[src/rtl/i2c_pkg.sv]
// Shared types and constants for the I2C LED host write engine.
// Holds the FSM state enum, ACK/NACK/R-W bit values and quarter phases.
package i2c_pkg;

  typedef enum logic [2:0] {
    IDLE,
    START,
    ADDR,
    ACK,
    LOAD,
    DATA,
    STOP
  } state_t;

  typedef enum logic [1:0] {
    Q0,
    Q1,
    Q2,
    Q3
  } quarter_t;

  localparam logic I2C_ACK   = 1'b0;
  localparam logic I2C_NACK  = 1'b1;
  localparam logic I2C_WRITE = 1'b0;

endpackage

[src/rtl/i2c_tick_gen.sv]
// Quarter-bit tick divider: one-cycle strobe every CLK_DIV clocks.
// Counter is cleared while disabled and parked at zero while held.
module i2c_tick_gen #(
  parameter int CLK_DIV = 16,
  parameter int CNT_W   = 8
) (
  input  logic clk,
  input  logic reset,
  input  logic en,
  input  logic hold,
  output logic tick
);

  localparam logic [CNT_W-1:0] LAST = CNT_W'(CLK_DIV - 1);

  logic [CNT_W-1:0] cnt;

  assign tick = en && !hold && (cnt == LAST);

  // Free-running modulo-CLK_DIV count while enabled.
  always_ff @(posedge clk) begin
    if (reset || !en || hold) begin
      cnt <= '0;
    end else if (cnt == LAST) begin
      cnt <= '0;
    end else begin
      cnt <= cnt + 1'b1;
    end
  end

endmodule

[src/rtl/i2c_led_host.sv]
// I2C controller write engine: START, addr+W, byte stream, STOP.
// Optional SCL clock stretching via I2C_CLK_STRETCH_EN.
module i2c_led_host
  import i2c_pkg::*;
#(
  parameter int CLK_DIV = 16,
  parameter int CNT_W   = 8
) (
  input  logic       clk,
  input  logic       reset,
  input  logic       start_i,
  input  logic [6:0] addr_i,
  input  logic [7:0] data_i,
  input  logic       data_valid_i,
  input  logic       data_last_i,
  output logic       data_ready_o,
  output logic       busy_o,
  output logic       done_o,
  output logic       nack_o,
  input  logic       scl_i,
  output logic       scl_o,
  input  logic       sda_i,
  output logic       sda_o
);

  state_t     state;
  quarter_t   q;
  logic [2:0] bit_cnt;
  logic [7:0] shreg;
  logic       last_q;
  logic       nack_q;
  logic       ack_bit;
  logic       tick;
  logic       tick_en;
  logic       hold;

  // SCL is parked low in LOAD, so the divider restarts cleanly.
  assign tick_en = busy_o && (state != LOAD);

`ifdef I2C_CLK_STRETCH_EN
  logic in_bit;
  assign in_bit = (state == ADDR) || (state == DATA)
               || (state == ACK);
  assign hold   = in_bit && (q == Q2) && !scl_i;
`else
  logic unused_scl;
  assign unused_scl = scl_i;
  assign hold       = 1'b0;
`endif

  i2c_tick_gen #(
    .CLK_DIV (CLK_DIV),
    .CNT_W   (CNT_W)
  ) u_tick (
    .clk   (clk),
    .reset (reset),
    .en    (tick_en),
    .hold  (hold),
    .tick  (tick)
  );

  // Transaction FSM; every bus-facing output is registered here.
  always_ff @(posedge clk) begin
    if (reset) begin
      state        <= IDLE;
      q            <= Q0;
      bit_cnt      <= '0;
      shreg        <= '0;
      last_q       <= 1'b0;
      nack_q       <= 1'b0;
      ack_bit      <= 1'b0;
      scl_o        <= 1'b1;
      sda_o        <= 1'b1;
      busy_o       <= 1'b0;
      done_o       <= 1'b0;
      nack_o       <= 1'b0;
      data_ready_o <= 1'b0;
    end else begin
      done_o <= 1'b0;
      unique case (state)
        IDLE: begin
          if (start_i) begin
            shreg   <= {addr_i, I2C_WRITE};
            last_q  <= 1'b0;
            nack_q  <= 1'b0;
            nack_o  <= 1'b0;
            busy_o  <= 1'b1;
            sda_o   <= 1'b0;
            q       <= Q0;
            bit_cnt <= '0;
            state   <= START;
          end
        end
        START: begin
          if (tick) begin
            if (q == Q0) begin
              q <= Q1;
            end else begin
              q     <= Q0;
              scl_o <= 1'b0;
              sda_o <= shreg[7];
              state <= ADDR;
            end
          end
        end
        ADDR, DATA, ACK: begin
          if (tick) begin
            unique case (q)
              Q0: q <= Q1;
              Q1: begin
                q     <= Q2;
                scl_o <= 1'b1;
              end
              Q2: begin
                q       <= Q3;
                ack_bit <= sda_i;
              end
              Q3: begin
                q     <= Q0;
                scl_o <= 1'b0;
                if (state != ACK) begin
                  shreg   <= {shreg[6:0], 1'b0};
                  bit_cnt <= bit_cnt + 3'd1;
                  if (bit_cnt == 3'd7) begin
                    sda_o <= 1'b1;
                    state <= ACK;
                  end else begin
                    sda_o <= shreg[6];
                  end
                end else if (ack_bit != I2C_ACK
                             || last_q) begin
                  nack_q  <= nack_q
                           | (ack_bit == I2C_NACK);
                  sda_o   <= 1'b0;
                  bit_cnt <= '0;
                  state   <= STOP;
                end else begin
                  sda_o        <= 1'b1;
                  data_ready_o <= 1'b1;
                  state        <= LOAD;
                end
              end
            endcase
          end
        end
        LOAD: begin
          if (data_valid_i && data_ready_o) begin
            shreg        <= data_i;
            last_q       <= data_last_i;
            data_ready_o <= 1'b0;
            sda_o        <= data_i[7];
            q            <= Q0;
            state        <= DATA;
          end
        end
        STOP: begin
          if (tick) begin
            bit_cnt <= bit_cnt + 3'd1;
            if (bit_cnt == 3'd1) scl_o <= 1'b1;
            if (bit_cnt == 3'd3) sda_o <= 1'b1;
            if (bit_cnt == 3'd5) begin
              done_o <= 1'b1;
              nack_o <= nack_q;
              busy_o <= 1'b0;
              state  <= IDLE;
            end
          end
        end
        default: state <= IDLE;
      endcase
    end
  end

endmodule
[config.mk]
export PLATFORM = sky130hd
export DESIGN_NAME = i2c_led_host
export DESIGN_NICKNAME = d
export VERILOG_FILES = /design/src/rtl/i2c_pkg.sv /design/src/rtl/i2c_tick_gen.sv /design/src/rtl/i2c_led_host.sv
export SDC_FILE = /design/constraint.sdc
export NUM_CORES = 1
export LEC_CHECK = 0
export CAP_MARGIN = 10
export CORE_MARGIN = 4
export CORE_UTILIZATION = 33
export DETAILED_ROUTE_END_ITERATION = 6
export SETUP_SLACK_MARGIN = 0.5
export SYNTH_ARGS = -nofsm -noshare
export SYNTH_HDL_FRONTEND = slang
export SYNTH_SLANG_ARGS = --single-unit
export TNS_END_PERCENT = 100
[constraint.sdc]
create_clock -name clk -period 2.9 [get_ports clk]
set_input_delay 0.725 -clock clk [delete_from_list [all_inputs] [get_ports clk]]
set_output_delay 0.725 -clock clk [all_outputs]
set_load 0.1 [all_outputs]
==> impl_results.md, run 1 <==
* Initial Util at 34.8%
* Die ar. at 7740 um2
* Outcome: finished, final reports clean
* RSZ-0062 raised after global routing: true
* Row cnt at 28
* Largest net degree at the start of global routing at 28
* Congestion Overflow GR at 0
* Power per cell area at 792 nW/um2
* Routed Antenna Nets at 0
* Setup WS pre-CTS at 0.282 ns
* CORE AREA at 6060 um2
* Slew HR at 57.4%
* CTS max path bufs at 2
* Syn Inst Count at 258
* FMAX at 422 MHz
* H-tree Lvls at 2
* Crit Path Max Fanout at 6
* Setup crit end kind: register
* CTS clock-pin slew for the worst setup and hold paths at 0.07 ns
* HPWL Detailed at 4140 um
* Yosys cell types at 61
* Startpoint Class: register
* Final setup fails at 0
* Die width at 88 um
* Final Util at 43.2%
* Diodes inserted at 0
* Leakage at 0.960 nW
* Hold crit path type: reg2reg
* Final Hold Viols at 0
* GP Congestion at 0.812
* Synth Area per Inst at 8.19 um2
* Post-Place Cells at 353
* Clock Sinks at 33
* Via density at 5.61
* CTS tree: done
* Total nets after synthesis at 291
* Seq/Total Area, Yosys at 31.3%
* Asr flop ratio synth at 0%
* CP required at 3.08 ns
* Root buffer cell: clkbuf_8
* VDD IR max at 0.000358 V
* Layout cells sized above 1 at 16.3%
* Routed len/inst at 15.8 um
* DR iter-0 viols at 163
* Final worst setup slack at 0.530 ns
* R2R setup slack at 0.53 ns
* Initial antenna violation count at 0
* DRC at 0
* TritonCTS buffer count at 5
* Drt pass-1 iters at 4
* Non-filler cells in the finished layout at 363
* Slew Viols, Final at 0
* Vias in the first global route at 1799
* Clk Latency, worst-skew pair at 0.29 ns
* IO Pins at 28
* Final wirelength at 5730 um
* Synthesized area at 2110 um2
* CP Class: reg2reg
* Total GRT Usage at 15.1%
* Fin crit share at 81.7%
* Flops & latches, synth at 33
* Total Neg Setup Slack at 0 ns
* Number of maximum-capacitance violations at 0
* Worst slew pin tran at 0.638 ns
* First-pass GRT wire length at 9180 um
* Layout area overhead at 23.9%
* Yosys warning count at 0
* Main flop type after synthesis: dfxtp_1
* Total Power at 2.07 mW
* Crit path DAT at 2.55 ns
* Crit path time final at 2.37 ns
* PortBufs at 26
* Hold buffers post-CTS at 0
* EDFF count, synth at 0
* Post-layout nets at 321
* Via count at 2035
* Die Span Y at 88 um
* Setup Skew at 0.00422 ns
## layout by cell type (no fill, tap or decap), types with 3 or more instances in the layout
cell / synthesis / routed
a211o_1: 8 / 8
a211oi_1: 4 / 4
a21oi_1: 24 / 23
a22oi_1: 7 / 7
a31oi_1: 3 / 3
buf_4: 0 / 20
clkbuf_8: 0 / 6
clkdlybuf4s50_1: 0 / 20
dfxtp_1: 33 / 31
ha_1: 11 / 11
inv_1: 8 / 8
nand2_1: 15 / 15
nand3_1: 6 / 6
nand4_1: 3 / 3
nor2_1: 24 / 24
nor2b_1: 7 / 6
nor3_1: 13 / 13
nor3b_1: 3 / 3
o21ai_0: 9 / 9
or4_1: 3 / 3
xnor2_1: 3 / 3
xor2_1: 3 / 3
## path summary, 6_finish.rpt
kind | from | to | depth (start not counted)
worst max register to register | u_tick.cnt[5]$_SDFF_PP0_ | state[1]$_SDFFE_PP0P_ | 5
worst min register to register | shreg[5]$_SDFFE_PP0P_ | shreg[5]$_SDFFE_PP0P_ | 2
worst max-delay path | u_tick.cnt[5]$_SDFF_PP0_ | state[1]$_SDFFE_PP0P_ | 5
worst min-delay path | shreg[5]$_SDFFE_PP0P_ | shreg[5]$_SDFFE_PP0P_ | 2
## where the power goes
part / switching, mW / internal (mW)
sequential: 0.0716 / 0.534
combinational: 0.686 / 0.416
clock: 0.177 / 0.188
total: 0.935 / 1.14
## synthesized netlist by cell type, types with 3 or more instances
cell / count / area (um2)
dfxtp_1: 33 / 661
a21oi_1: 24 / 120
nor2_1: 24 / 90.1
nand2_1: 15 / 56.3
clkbuf_1: 14 / 52.6
nor3_1: 13 / 65.1
ha_1: 11 / 138
o21ai_0: 9 / 45.0
a211o_1: 8 / 70.1
inv_1: 8 / 30.0
a22oi_1: 7 / 52.6
nor2b_1: 7 / 43.8
nand3_1: 6 / 30.0
a211oi_1: 4 / 30.0
a31oi_1: 3 / 18.8
nand4_1: 3 / 18.8
nor3b_1: 3 / 22.5
or4_1: 3 / 22.5
xnor2_1: 3 / 26.3
xor2_1: 3 / 26.3
## state kept, by name, indices dropped and copies added, names as in the netlist
signal,flops
done_o,1
bit_cnt,3
last_q,1
data_ready_o,1
ack_bit,1
u_tick.cnt,8
nack_o,1
state,3
shreg,8
nack_q,1
scl_o,1
sda_o,1
busy_o,1
q,2
## layout make-up
class,count,area [um2]
flip-flops and latches,33,663
repair buffers,40,350
well taps,75,93.8
multi-input cells,198,1380
clock buffers,6,82.6
fillers,606,3440
clock inverters,1,7.51
inverters,10,37.5
## per-layer routing
metal / vias to the layer above / track usage, % / share of wire [%]
li1: 1030 / - / -
met1: 943 / 21.6 / 48
met2: 55 / 22.9 / 46
met3: 7 / 3.01 / 5.0
met4: 0 / 4.74 / 1.2
met5: - / 0 / 0
## stage by stage
step                      hold slack [ns]  instance area, um2
final                               0.457                2620
after global routing                0.479                2620
after CTS                           0.458                2550
after detailed placement            0.449                2460
after global placement              0.443                2460
after floorplan                     0.426                2110
## worst max-delay path, stage by stage, from the launching register on
cell and delay, ns:
dfxtp_2 0.33, or4_4 0.57, or4_4 0.60, a211oi_4 0.33, o311ai_2 0.16, a32o_1 0.26
## logic make-up after synthesis
group / count (synthesis) / synth area share (%)
AND/OR/NAND/NOR: 92 / 23.0
AO/OA/AOI/OAI: 86 / 29.7
flip-flops: 33 / 31.3
buffers and inverters: 27 / 5.51
adder cells (fa/ha/maj): 11 / 6.52
XOR/XNOR: 6 / 2.49
multiplexers: 3 / 1.48
## repair_timing
item,CTS,global route
pin swaps,0,5
endpoints found under the setup margin,1,14
gates resized for setup,1,7
setup buffers,0,3
Power figures use the tool's default switching activity.
==> run 2: changes to the inputs <==
- clock period: 2.9 -> 2.35 ns (I/O delays scaled with it)
==> run 2 against run 1 <==
  * Register-to-register slack worse by 0.43 ns
  * First-iteration DRC count down 10%
  * Clock power up 14%
  * Sequential power up 23%
  * Highest routed layer unchanged
  * Worst setup slack worse by 0.43 ns
  * Utilization up 2.7 points
  * Final cell count up 3.6%
  * Die area unchanged
  * Wire length up 3.3%
  * Count of clock-buffer cells in the layout unchanged
  * Hold slack better by 0.0050 ns
  * Largest cell class unchanged
  * Fmax up 5.6%
==> impl_results.md, run 2 (synthesis gave the netlist of run 1 again) <==
* Final setup fails at 0
* TritonCTS buffer count at 5
* Die Span Y at 88 um
* Critical path's top delay family: simple AND/OR/NAND/NOR gates
* Congestion Overflow GR at 0
* Vias in the first global route at 1878
* Total GRT Usage at 15.6%
* Total Power at 2.68 mW
* Final wirelength at 5920 um
* Crit Path Max Fanout at 4
* Root buffer cell: clkbuf_8
* Initial Util at 34.8%
* Hold buffers post-CTS at 0
* Total Neg Setup Slack at 0 ns
* Crit path time final at 2.25 ns
* H-tree Lvls at 2
* Outcome: finished, final reports clean
* Setup Skew at 0.00352 ns
* Top Registers: shreg (8), u_tick.cnt (8)
* Routed len/inst at 15.7 um
* HPWL Detailed at 4330 um
* Die width at 88 um
* DP Area at 2550 um2
* Post-route cell area at 2780 um2
* CORE AREA at 6060 um2
* GP Congestion at 0.870
* Clk Latency, worst-skew pair at 0.29 ns
* DRC at 0
* Hold Slack at 0.462 ns
* Slowest CP cell: or4_4
* Slew HR at 55.6%
* CP max stage delay at 0.58 ns
* FMAX at 445 MHz
* CP cell instances: or4_4 > or4_4 > a211oi_4 > o311ai_1 > a32o_1
* Bufs and invs on worst path at 0
* Layout cells sized above 1 at 22.3%
* CTS clock-pin slew for the worst setup and hold paths at 0.07 ns
* Layout area overhead at 31.8%
* Most Frequent Cell on Critical Path: or4_4
* FILL cells at 610
* IO Pins at 28
* Post-layout nets at 333
* PortBufs at 26
* Setup crit end kind: register
* CTS tree: done
* Via count at 2090
* RSZ-0062 raised after global routing: true
* Crit path DAT at 2.43 ns
* Met3 wire length at 322 um
* Most frequent cells in the layout: 31 x buf_4, 30 x dfxtp_1, 24 x nor2_1, 21 x a21oi_1, 19 x clkdlybuf4s50_1
* Post-Place Cells at 363
* CP Class: reg2reg
* CP required at 2.53 ns
* Via density at 5.56
* M1 WL at 2730 um
* Hold crit path type: reg2reg
* Worst slew pin tran at 0.658 ns
* Startpoint Class: register
* Largest net degree at the start of global routing at 32
* WL met2 at 2740 um
* DR iter-0 viols at 146
* First-pass GRT wire length at 9350 um
* VDD IR max at 0.000449 V
* Final worst setup slack at 0.105 ns
* Row cnt at 28
* CTS max path bufs at 2
* Non-filler cells in the finished layout at 376
* Routed Antenna Nets at 0
* Uppermost layer routed: met4
* Fin crit share at 95.5%
* Commonest non-fill, non-tap cell in the layout: buf_4
* Initial antenna violation count at 0
* Slew Viols, Final at 0
* Final Util at 45.9%
* Die ar. at 7740 um2
* Drt pass-1 iters at 4
* Setup WS pre-CTS at -0.0985 ns
* Leakage at 1.04 nW
* Power per cell area at 964 nW/um2
* Final Hold Viols at 0
* Clock Sinks at 33
* Diodes inserted at 0
* Number of maximum-capacitance violations at 0
## run 2: cell types whose count changed in the layout (fill, tap and decap cells not counted), sizes merged
cell,delta
buf,+12
clkdlybuf4s50,-1
dlygate4sd2,+1
clkinv,+1
## run 2: worst register-to-register path, stage by stage (launching register included)
cell	delay, ns
dfxtp_1	0.31
or4_4	0.54
or4_4	0.58
a211oi_4	0.29
o311ai_1	0.15
a32o_1	0.27
## run 2: area by class of cell
cell class	instances	area, um2	share of cell area [%]
inverter	10	41.3	1.48
clock inverter	2	10.0	0.360
tap	75	93.8	3.37
clock buffer	6	72.6	2.61
timing repair buffer	52	452	16.2
multi-input combinational	198	1450	52.0
sequential	33	667	24.0
## run 2: routing by layer
layer,vias up,global-route usage (%)
li1,1051,-
met1,953,21.8
met2,74,23.2
met3,12,3.20
met4,0,6.42
met5,-,0
## run 2: path summary, 6_finish.rpt
path	start	endpoint	slack, ns	cells past startpoint
max	u_tick.cnt[4]$_SDFF_PP0_	state[2]$_SDFFE_PP0P_	0.10	5
min	shreg[7]$_SDFFE_PP0P_	shreg[7]$_SDFFE_PP0P_	0.46	2
max reg2reg	u_tick.cnt[4]$_SDFF_PP0_	state[2]$_SDFFE_PP0P_	0.10	5
min reg2reg	shreg[7]$_SDFFE_PP0P_	shreg[7]$_SDFFE_PP0P_	0.46	2
## run 2: report_power, final
group | total, mW | internal (mW) | switching (mW)
Clock | 0.416 | 0.205 | 0.211
Sequential | 0.746 | 0.663 | 0.0827
Combinational | 1.52 | 0.624 | 0.897
Total | 2.68 | 1.49 | 1.19
## run 2: repair_timing
item                                   in CTS  in global routing
setup endpoints to repair                  23                 32
pin swaps                                  10                  6
endpoints found under the hold margin       0                  0
gates resized for setup                     8                 11
buffers inserted                            2                  3
